$ cat src/rtl/univ_shift_reg_param.sv
// univ_shift_reg_param: parametrised universal shift register with eight
// operating modes (hold, shr, shl, load, rotr, rotl, ashr, clear).
//
// Optional burst engine, built only when the macro USHREG_BURST_EN is
// defined. The engine runs a programmed number of shifts on its own and
// reports progress through busy_o and done_o. In the default build that
// macro is undefined: start_i and cnt_i are ignored, busy_o and done_o are
// tied low, and mode_i is applied on every edge. The port list is the same
// in both builds.
module univ_shift_reg_param #(
    parameter int WIDTH = 8,
    parameter int CNT_W = 4
) (
    input  logic             clk_i,
    input  logic             rst_i,
    input  logic [2:0]       mode_i,
    input  logic [WIDTH-1:0] par_i,
    input  logic             msb_in,
    input  logic             lsb_in,
    input  logic             start_i,
    input  logic [CNT_W-1:0] cnt_i,
    output logic [WIDTH-1:0] par_o,
    output logic             ser_r_o,
    output logic             ser_l_o,
    output logic             busy_o,
    output logic             done_o
);

    localparam logic [2:0] MODE_HOLD  = 3'b000;
    localparam logic [2:0] MODE_SHR   = 3'b001;
    localparam logic [2:0] MODE_SHL   = 3'b010;
    localparam logic [2:0] MODE_LOAD  = 3'b011;
    localparam logic [2:0] MODE_ROTR  = 3'b100;
    localparam logic [2:0] MODE_ROTL  = 3'b101;
    localparam logic [2:0] MODE_ASHR  = 3'b110;
    localparam logic [2:0] MODE_CLEAR = 3'b111;

    logic [WIDTH-1:0] data;

    // Next register value for a given mode; serial fill bits enter at the
    // end opposite the shift direction. ashr replicates the sign bit, so
    // repeated ashr converges on all-sign fill.
    function automatic logic [WIDTH-1:0] next_value(
        input logic [2:0]       mode,
        input logic [WIDTH-1:0] cur,
        input logic             msb,
        input logic             lsb,
        input logic [WIDTH-1:0] load_val
    );
        logic [WIDTH-1:0] res;
        res = cur;
        case (mode)
            MODE_HOLD:  res = cur;
            MODE_SHR:   res = {msb, cur[WIDTH-1:1]};
            MODE_SHL:   res = {cur[WIDTH-2:0], lsb};
            MODE_LOAD:  res = load_val;
            MODE_ROTR:  res = {cur[0], cur[WIDTH-1:1]};
            MODE_ROTL:  res = {cur[WIDTH-2:0], cur[WIDTH-1]};
            MODE_ASHR:  res = {cur[WIDTH-1], cur[WIDTH-1:1]};
            MODE_CLEAR: res = '0;
            default:    res = cur;
        endcase
        return res;
    endfunction

    // Serial outputs are taps on the register, no extra latency.
    assign par_o   = data;
    assign ser_r_o = data[0];
    assign ser_l_o = data[WIDTH-1];

`ifdef USHREG_BURST_EN

    typedef enum logic {IDLE, BUSY} state_t;

    state_t           state;
    logic [2:0]       mode_q;
    logic [CNT_W-1:0] cnt_q;
    logic             done;

    // Only the five shift modes may start a burst.
    function automatic logic is_shift(input logic [2:0] mode);
        return (mode == MODE_SHR)  || (mode == MODE_SHL)  ||
               (mode == MODE_ROTR) || (mode == MODE_ROTL) ||
               (mode == MODE_ASHR);
    endfunction

    // Register, burst FSM, latched mode/count and the done pulse.
    // done is cleared every edge and set only on the edge that finishes
    // a burst (or accepts a zero-length one), giving a one-cycle pulse.
    always_ff @(posedge clk_i or posedge rst_i) begin
        if (rst_i) begin
            state  <= IDLE;
            data   <= '0;
            mode_q <= MODE_HOLD;
            cnt_q  <= '0;
            done   <= 1'b0;
        end else begin
            done <= 1'b0;
            case (state)
                IDLE: begin
                    if (start_i && is_shift(mode_i)) begin
                        // Register holds on the start edge.
                        if (cnt_i == '0) begin
                            done <= 1'b1;
                        end else begin
                            mode_q <= mode_i;
                            cnt_q  <= cnt_i;
                            state  <= BUSY;
                        end
                    end else begin
                        data <= next_value(mode_i, data, msb_in, lsb_in, par_i);
                    end
                end
                BUSY: begin
                    // Serial fill bits are sampled live on each burst edge.
                    data <= next_value(mode_q, data, msb_in, lsb_in, par_i);
                    if (cnt_q == CNT_W'(1)) begin
                        cnt_q <= '0;
                        state <= IDLE;
                        done  <= 1'b1;
                    end else begin
                        cnt_q <= cnt_q - CNT_W'(1);
                    end
                end
                default: state <= IDLE;
            endcase
        end
    end

    assign busy_o = (state == BUSY);
    assign done_o = done;

`else

    // Burst inputs have no function in this build.
    logic unused_burst;
    assign unused_burst = ^{start_i, cnt_i};

    // Apply mode_i on every edge.
    always_ff @(posedge clk_i or posedge rst_i) begin
        if (rst_i) begin
            data <= '0;
        end else begin
            data <= next_value(mode_i, data, msb_in, lsb_in, par_i);
        end
    end

    assign busy_o = 1'b0;
    assign done_o = 1'b0;

`endif

endmodule

$ cat config.mk
export PLATFORM = sky130hd
export DESIGN_NAME = univ_shift_reg_param
export DESIGN_NICKNAME = d
export VERILOG_FILES = /design/src/rtl/univ_shift_reg_param.sv
export SDC_FILE = /design/constraint.sdc
export NUM_CORES = 1
export LEC_CHECK = 0
export CORE_MARGIN = 2
export CORE_UTILIZATION = 25
export DETAILED_ROUTE_END_ITERATION = 10
export DONT_BUFFER_PORTS = 1
export GPL_TIMING_DRIVEN = 0
export SLEW_MARGIN = 20
export SYNTH_ARGS = -nofsm -noshare
export SYNTH_HDL_FRONTEND = slang
export SYNTH_SLANG_ARGS = --single-unit
$ cat constraint.sdc
create_clock -name clk_i -period 1.2 [get_ports clk_i]
set_input_delay 0.06 -clock clk_i [delete_from_list [all_inputs] [get_ports clk_i]]
set_output_delay 0.06 -clock clk_i [all_outputs]
set_load 0.01 [all_outputs]
; ---- Yosys cells after proc, flatten, opt, wreduce, memory -nomap -nowiden
; Index checks and enable logic that the tools add are counted.
[classes]
eq_ne = 7
bitwise = 2
shifts = 0
div_mod_pow = 0
addsub = 0
n_mul = 0
reduce_logical = 2
magnitude_cmp = 0
mux = 1
[op_table]
columns = cell, n
row1 = $pmux W8 S7, 1
row2 = $eq A3 B3 Y1 const B, 4
row3 = $eq A3 B2 Y1 const B, 2
row4 = $eq A3 B1 Y1 const B, 1
row5 = $logic_not A3 Y1, 1
row6 = $not A1 Y1, 2
row7 = $reduce_and A2 Y1, 1
[totals]
mem_bits_rw = 0
reg_bits = 8
rom_bits = 0
input_bits = 20
latch_bits = 0
mem_count = 0
wordCells = 14
out_inout_bits = 12

; ---- Depth between registers and ports, before layout
; Gate-level depths: netlist of the first run.
[logic_depth]
word_depth = 3
ltp_mapped = 5

; ---- Worst setup path before layout of the first run
; No wires, ideal clock.
[synth_timing]
path_kind = flip-flop to flip-flop
startpoint = register, netlist name par_o[4]
endpoint = register data[4], in the netlist par_o[4]
path_slack_ns = 0.094
required_ns = 1.060
stages_incl_launch_ff = 4
arrival_time_ns = 0.966
path_cell_list = dfrtp_1 nor2b_1 a2111oi_0 a211oi_1
[synth_rtl]
columns = item, line
row1 = "end signal, assigned", 144  ; data <= next_value(mode_i, data, msb_in, lsb_in, par_i);
row2 = "end, declared", 38  ; logic [WIDTH-1:0] data;

==> metrics.txt, run 1 <==
status=finished clean; initial antenna violation count=0; smallest setup slack after layout=slightly above 0.09 ns; final setup fails=0; RSZ-0062 raised after global routing=false; Crit Path Max Fanout=5; Filler cells=290; DR vias=between 600 and 700; Wirelength per Cell=roughly 15 um; Row Count=19; arrival time at the worst endpoint=around 1.3 ns; CTS root buf=clkbuf_4; Routed WL=around 1.8 mm; r2r startpoint=par_o[0]$_DFFE_PP0P_; critical path data required time=between 1 and 1.5 ns; Core Area=2730 um2; routed length on met1=about 840 um; combinational family with the most area after synthesis=compound AO/OA/AOI/OAI gates; worst path bufs/invs=0; Clock Sink Count=8; Initial Util=0.259; total power=approximately 850 uW; setup slack, reg-to-reg=between 0.09 and 0.1 ns; number of global-route vias before repair=602; Comb pwr share=0.277; post-synthesis register bit count=8; Post-synth EDFFs=0; r2r worst-path depth=3; PwrDens=~1100 nW/um2; simple-gate area share of the yosys netlist=0.219; CP endpoint=par_o[0]$_DFFE_PP0P_; sequential power share=0.467; hold path depth=2; Period minus WS final=between 1 and 1.5 ns; synthesis-to-layout area growth=11.8%; HPWL Detailed=about 1.4 mm; Post-synth top flop=dfrtp_1; VDD IR max=about 400 uV; P_sw=between 200 and 300 uW; Die W=57.3 um; Crit path max-delay family=flip-flops; post-synthesis cell type count=32; # diodes=0; Max-Cap Viols=0; top post-synthesis cells by area=dfrtp_1 (28%), buf_6 (6.3%), o21ai_0 (4.2%); met3 wire len=about 100 um; sequential share of the synthesized area=0.282; post-placement worst setup slack=-0.0345 ns; asr flop ratio synth=1.00; Adder-Cell Fraction of Synth Area=0; Post-Layout Cell Count=118; max incr delay on CP=~0.42 ns; PortBufs=0; fin crit share=0.923; share of the synthesized area in the top cell type=0.282; # DRC=0; worst reg2reg endpoint=par_o[0]$_DFFE_PP0P_; post-CTS setup buffers=0; largest area contributor in the netlist=dfrtp_1; Worst-Skew Late Latency=about 0.26 ns; crit path cell chain=or3b_1, a21oi_1, a221o_1; Ys Warns=0; sw frac=0.350; DRT Pass-1 Iters=4; largest net degree at the start of global routing=11; GPL Wtd Cong=approximately 0.82; Total GRT Usage=0.116; layout cells sized above 1=0.218; Syn Area/Cell=around 8.7 um2; startpoint types=flop; total CTS buffers=3; Int Pwr=552 uW; H-tree depth=1; Clock Skews=about 0.0047 ns; final hold vios=0; Cells after Synth=between 80 and 90; critical path type=flop to flop; CP max stage cell=dfrtp_2; fin util=0.290; Syn Std Cell Area=roughly 710 um2; Leakage=between 0.0003 and 0.0004 uW; WP depth=3; Compound-Gate Fraction of Synth Area=0.273; Post-synth top cells=dfrtp_1 (8), inv_1 (6), nand2_1 (6), o21ai_0 (6), a21oi_1 (5); Starting DRT DRC Count=14; remaining global-route overflow=0; most numerous cell in the Yosys netlist=dfrtp_1; DR top layer=met4; I/O pin total=32; fraction of synthesized area in multiplexers=0.0353; met2 WL=between 700 and 800 um; crit end category=flop; Hold Crit Class=primary input to flop; Final Slew Violations=0; Clk pwr share=0.256; post-placement cell count=114; Nets=109; Via density=around 5.3; CTS tree=built; Clock Pin Slew Worst Setup and Hold Paths=around 0.06 ns; first-pass GRT wire length=2.86 mm; Post-Synth XOR/XNOR Area=0.0123; die height=57.3 um; CP startpoint=par_o[0]$_DFFE_PP0P_; clock buffer depth=2; max frequency=903 MHz; antenna viol nets, final=0; Die ar.=between 3000 and 4000 um2; Largest register FFs=8
## repair_timing
action / 4_1_cts / 5_1_grt
setup endpoints to repair: 1 / 2
gates resized for setup: 2 / 2
hold buffers: 1 / 0
hold endpoints to repair: 8 / 0
pin swaps: 0 / 1
## area by class of cell
class / instances / area (um2) / share of cell area
clock buffer: 3 / 22.5 / 0.0284
timing repair buffer: 1 / 10.0 / 0.0126
sequential: 8 / 203 / 0.256
multi-input combinational: 59 / 397 / 0.500
inverter: 6 / 22.5 / 0.0284
tap: 31 / 38.8 / 0.0489
buffer: 10 / 100 / 0.126
## through the flow
step	setup TNS [ns]	area, um2	hold WS (ns)
after global placement	-0.0104	752	-0.0758
after global routing	0	793	0.0338
after detailed placement	-0.0345	752	-0.0715
final	0	793	0.0232
after CTS	0	787	0.0236
after floorplan	0	713	-0.124
## per-layer routing
layer / vias to the layer above / GRT usage
met5: - / 0
met4: 0 / 0.0897
met3: 7 / 0.0181
met2: 22 / 0.163
met1: 295 / 0.157
li1: 304 / -
## cells by family after synthesis
kind of cell | Yosys count
mux | 2
buf+inv | 16
other cells | 1
compound gates | 28
xor+xnor | 1
flops | 8
simple gates | 26
## placed cells by master (no fill, tap or decap), drive strengths merged
| cell type | n |
|---|---|
| a2111oi | 1 |
| a211oi | 3 |
| a21oi | 5 |
| a221o | 1 |
| a22oi | 1 |
| a32o | 1 |
| a32oi | 3 |
| and2b | 4 |
| and3 | 1 |
| buf | 10 |
| clkbuf | 3 |
| conb | 2 |
| dfrtp | 8 |
| dlygate4sd3 | 1 |
| inv | 6 |
| mux2 | 1 |
| mux2i | 1 |
| nand2 | 6 |
| nand2b | 3 |
| nand3 | 1 |
| nor2 | 2 |
| nor2b | 4 |
| nor3b | 1 |
| o21ai | 6 |
| o221a | 1 |
| o221ai | 1 |
| o22ai | 4 |
| o2bb2ai | 1 |
| or2 | 1 |
| or3b | 3 |
| xnor2 | 1 |
## power by group through the flow
stage | clock network, uW | registers [uW] | logic (uW)
after global routing | 240 | 405 | 260
after global placement | 0 | 401 | 226
final | 218 | 397 | 235
after floorplan | 0 | 376 | 198
after detailed placement | 0 | 400 | 229
after CTS | 220 | 396 | 233
## how the worst min path moves through the flow
stage | from | end | slack, ns
3_5_place_dp | rst_i | par_o[7]$_DFFE_PP0P_ | -0.07
4_1_cts | par_i[4] | par_o[4]$_DFFE_PP0P_ | 0.02
5_1_grt | par_i[4] | par_o[4]$_DFFE_PP0P_ | 0.03
3_3_place_gp | rst_i | par_o[7]$_DFFE_PP0P_ | -0.08
6_report | par_i[4] | par_o[4]$_DFFE_PP0P_ | 0.02
2_1_floorplan | rst_i | par_o[0]$_DFFE_PP0P_ | -0.12
No activity file was read; power rests on OpenSTA's default activity.
==> run 2: changes to the inputs <==
--- a/config.mk
+++ b/config.mk
@@ -5,11 +5,13 @@
 export SDC_FILE = /design/constraint.sdc
 export NUM_CORES = 1
 export LEC_CHECK = 0
+export CORE_ASPECT_RATIO = 1.4
 export CORE_MARGIN = 2
 export CORE_UTILIZATION = 25
 export DETAILED_ROUTE_END_ITERATION = 10
 export DONT_BUFFER_PORTS = 1
 export GPL_TIMING_DRIVEN = 0
+export REMOVE_ABC_BUFFERS = 1
 export SLEW_MARGIN = 20
 export SYNTH_ARGS = -nofsm -noshare
 export SYNTH_HDL_FRONTEND = slang
==> run 2 against run 1 <==
Against the previous run: clock skew is 0.0050 ns higher; hold slack worse by 0.017 ns; non-clock buffer count is 7 lower; total power is 7.2% lower; first-iteration DRC count stayed put; critical endpoint is now par_o[7]$_DFFE_PP0P_; largest power group unchanged; highest routed layer is now met3.
==> metrics.txt, run 2 (same netlist as run 1, synthesis figures left out) <==
Initial Util=0.266; crit end category=flop; total CTS buffers=3; fin crit share=0.929; DR vias=600; Clock Skews=between 0.009 and 0.01 ns; Hold Crit Class=primary input to flop; Worst-Skew Late Latency=approximately 0.26 ns; H-tree depth=1; clock buffer depth=2; final setup fails=0; Total GRT Usage=0.108; post-placement cell count=109; Filler cells=a little under 300; # DRC=0; DRT Pass-1 Iters=4; Routed WL=around 1.7 mm; Reg area=between 200 and 250 um2; synthesis-to-layout area growth=2.82%; Post-Layout Cell Count=~120; first-pass GRT wire length=2.67 mm; VDD IR max=around 580 uV; Placed Area=between 600 and 700 um2; Starting DRT DRC Count=14; RSZ-0062 raised after global routing=false; Max-Cap Viols=0; max frequency=between 800 and 900 MHz; final hold vios=0; Period minus WS final=1.11 ns; startpoint of the worst hold path=par_i[4]; PortBufs=0; CP startpoint=par_o[0]$_DFFE_PP0P_; Wirelength per Cell=roughly 14 um; r2r startpoint=par_o[0]$_DFFE_PP0P_; critical path type=flop to flop; Clock Sink Count=8; most frequent cells in the layout=inv_1 (6), o21ai_0 (6), nand2_1 (6), dfrtp_1 (6), a21oi_1 (5); HPWL Detailed=1.19 mm; Clock Pin Slew Worst Setup and Hold Paths=0.06 ns; startpoint types=flop; antenna viol nets, final=0; number of global-route vias before repair=between 500 and 600; layout cells sized above 1=0.113; post-placement worst setup slack=-0.0352 ns; Die ar.=between 3000 and 4000 um2; remaining global-route overflow=0; post-CTS setup buffers=0; Core Area=between 2000 and 3000 um2; Die W=a little under 50 um; Final Slew Violations=0; Leakage=around 0.00029 uW; status=finished clean; I/O pin total=32; Largest register FFs=8; arrival time at the worst endpoint=1.26 ns; CTS root buf=clkbuf_4; smallest setup slack after layout=0.0850 ns; largest net degree at the start of global routing=22; die height=67.0 um; Setup TNS=0 ns; Via density=a little over 5; # diodes=0; Crit Path Max Fanout=5; area of the multi-input gates=about 400 um2; CTS tree=built; PwrDens=around 1100 nW/um2; Finished Cell Area=around 730 um2; Nets=between 100 and 150; GPL Wtd Cong=around 0.78; critical path data required time=around 1.3 ns; initial antenna violation count=0; Row Count=22
==> run 2: changes by cell type in the layout (fill, tap and decap cells not counted), sizes merged <==
cell,change
buf,-10
dlygate4sd3,+3
==> run 2: power breakdown <==
group          internal [uW]  switching (uW)
sequential               313            86.6
clock                    115             104
combinational           94.1            74.6
==> run 2: repair_timing <==
item / in CTS / in global routing
endpoints found under the setup margin: 1 / 3
gates resized for setup: 2 / 2
hold buffers: 3 / 1
pin swaps: 0 / 1
endpoints found under the hold margin: 14 / 1
==> run 2: path summary, 6_finish.rpt <==
| check | slack [ns] | cells past startpoint | endpoint |
|---|---|---|---|
| max | 0.09 | 3 | par_o[7]$_DFFE_PP0P_ |
| min | 0.006 | 2 | par_o[4]$_DFFE_PP0P_ |
| max reg2reg | 0.09 | 3 | par_o[7]$_DFFE_PP0P_ |
| min reg2reg | 0.66 | 1 | par_o[0]$_DFFE_PP0P_ |
| max in group asynchronous | 0.73 | 2 | par_o[0]$_DFFE_PP0P_ |
| min in group asynchronous | 0.19 | 2 | par_o[1]$_DFFE_PP0P_ |
==> run 2: through the flow <==
step / power [uW] / hold WS [ns] / util
after floorplan: 515 / -0.124 / -
after global placement: 550 / -0.0706 / 0.246
after detailed placement: 557 / -0.0641 / 0.246
after CTS: 789 / 0.00433 / 0.269
after global routing: 840 / 0.00438 / 0.273
final: 788 / 0.00603 / 0.273
==> run 2: layer usage <==
| layer | global-route usage | vias up | wire length (um) |
|---|---|---|---|
| met4 | 0.0429 | 0 | 0 |
| met3 | 0.0493 | 0 | 137 |
| met2 | 0.170 | 22 | 758 |
| li1 | - | 289 | - |
| met1 | 0.128 | 289 | 760 |
| met5 | 0 | - | 0 |
==> run 2: area by class of cell <==
cell class	instances	area share
tap	36	0.0617
inverter	6	0.0309
timing repair buffer	4	0.0549
clock buffer	3	0.0309
multi-input combinational	59	0.544
sequential	8	0.278
==> run 2: critical path, stage by stage (launching register included) <==
cell,delay (ns)
dfrtp_2,0.46
nor3b_1,0.22
a21oi_1,0.06
o221a_2,0.26
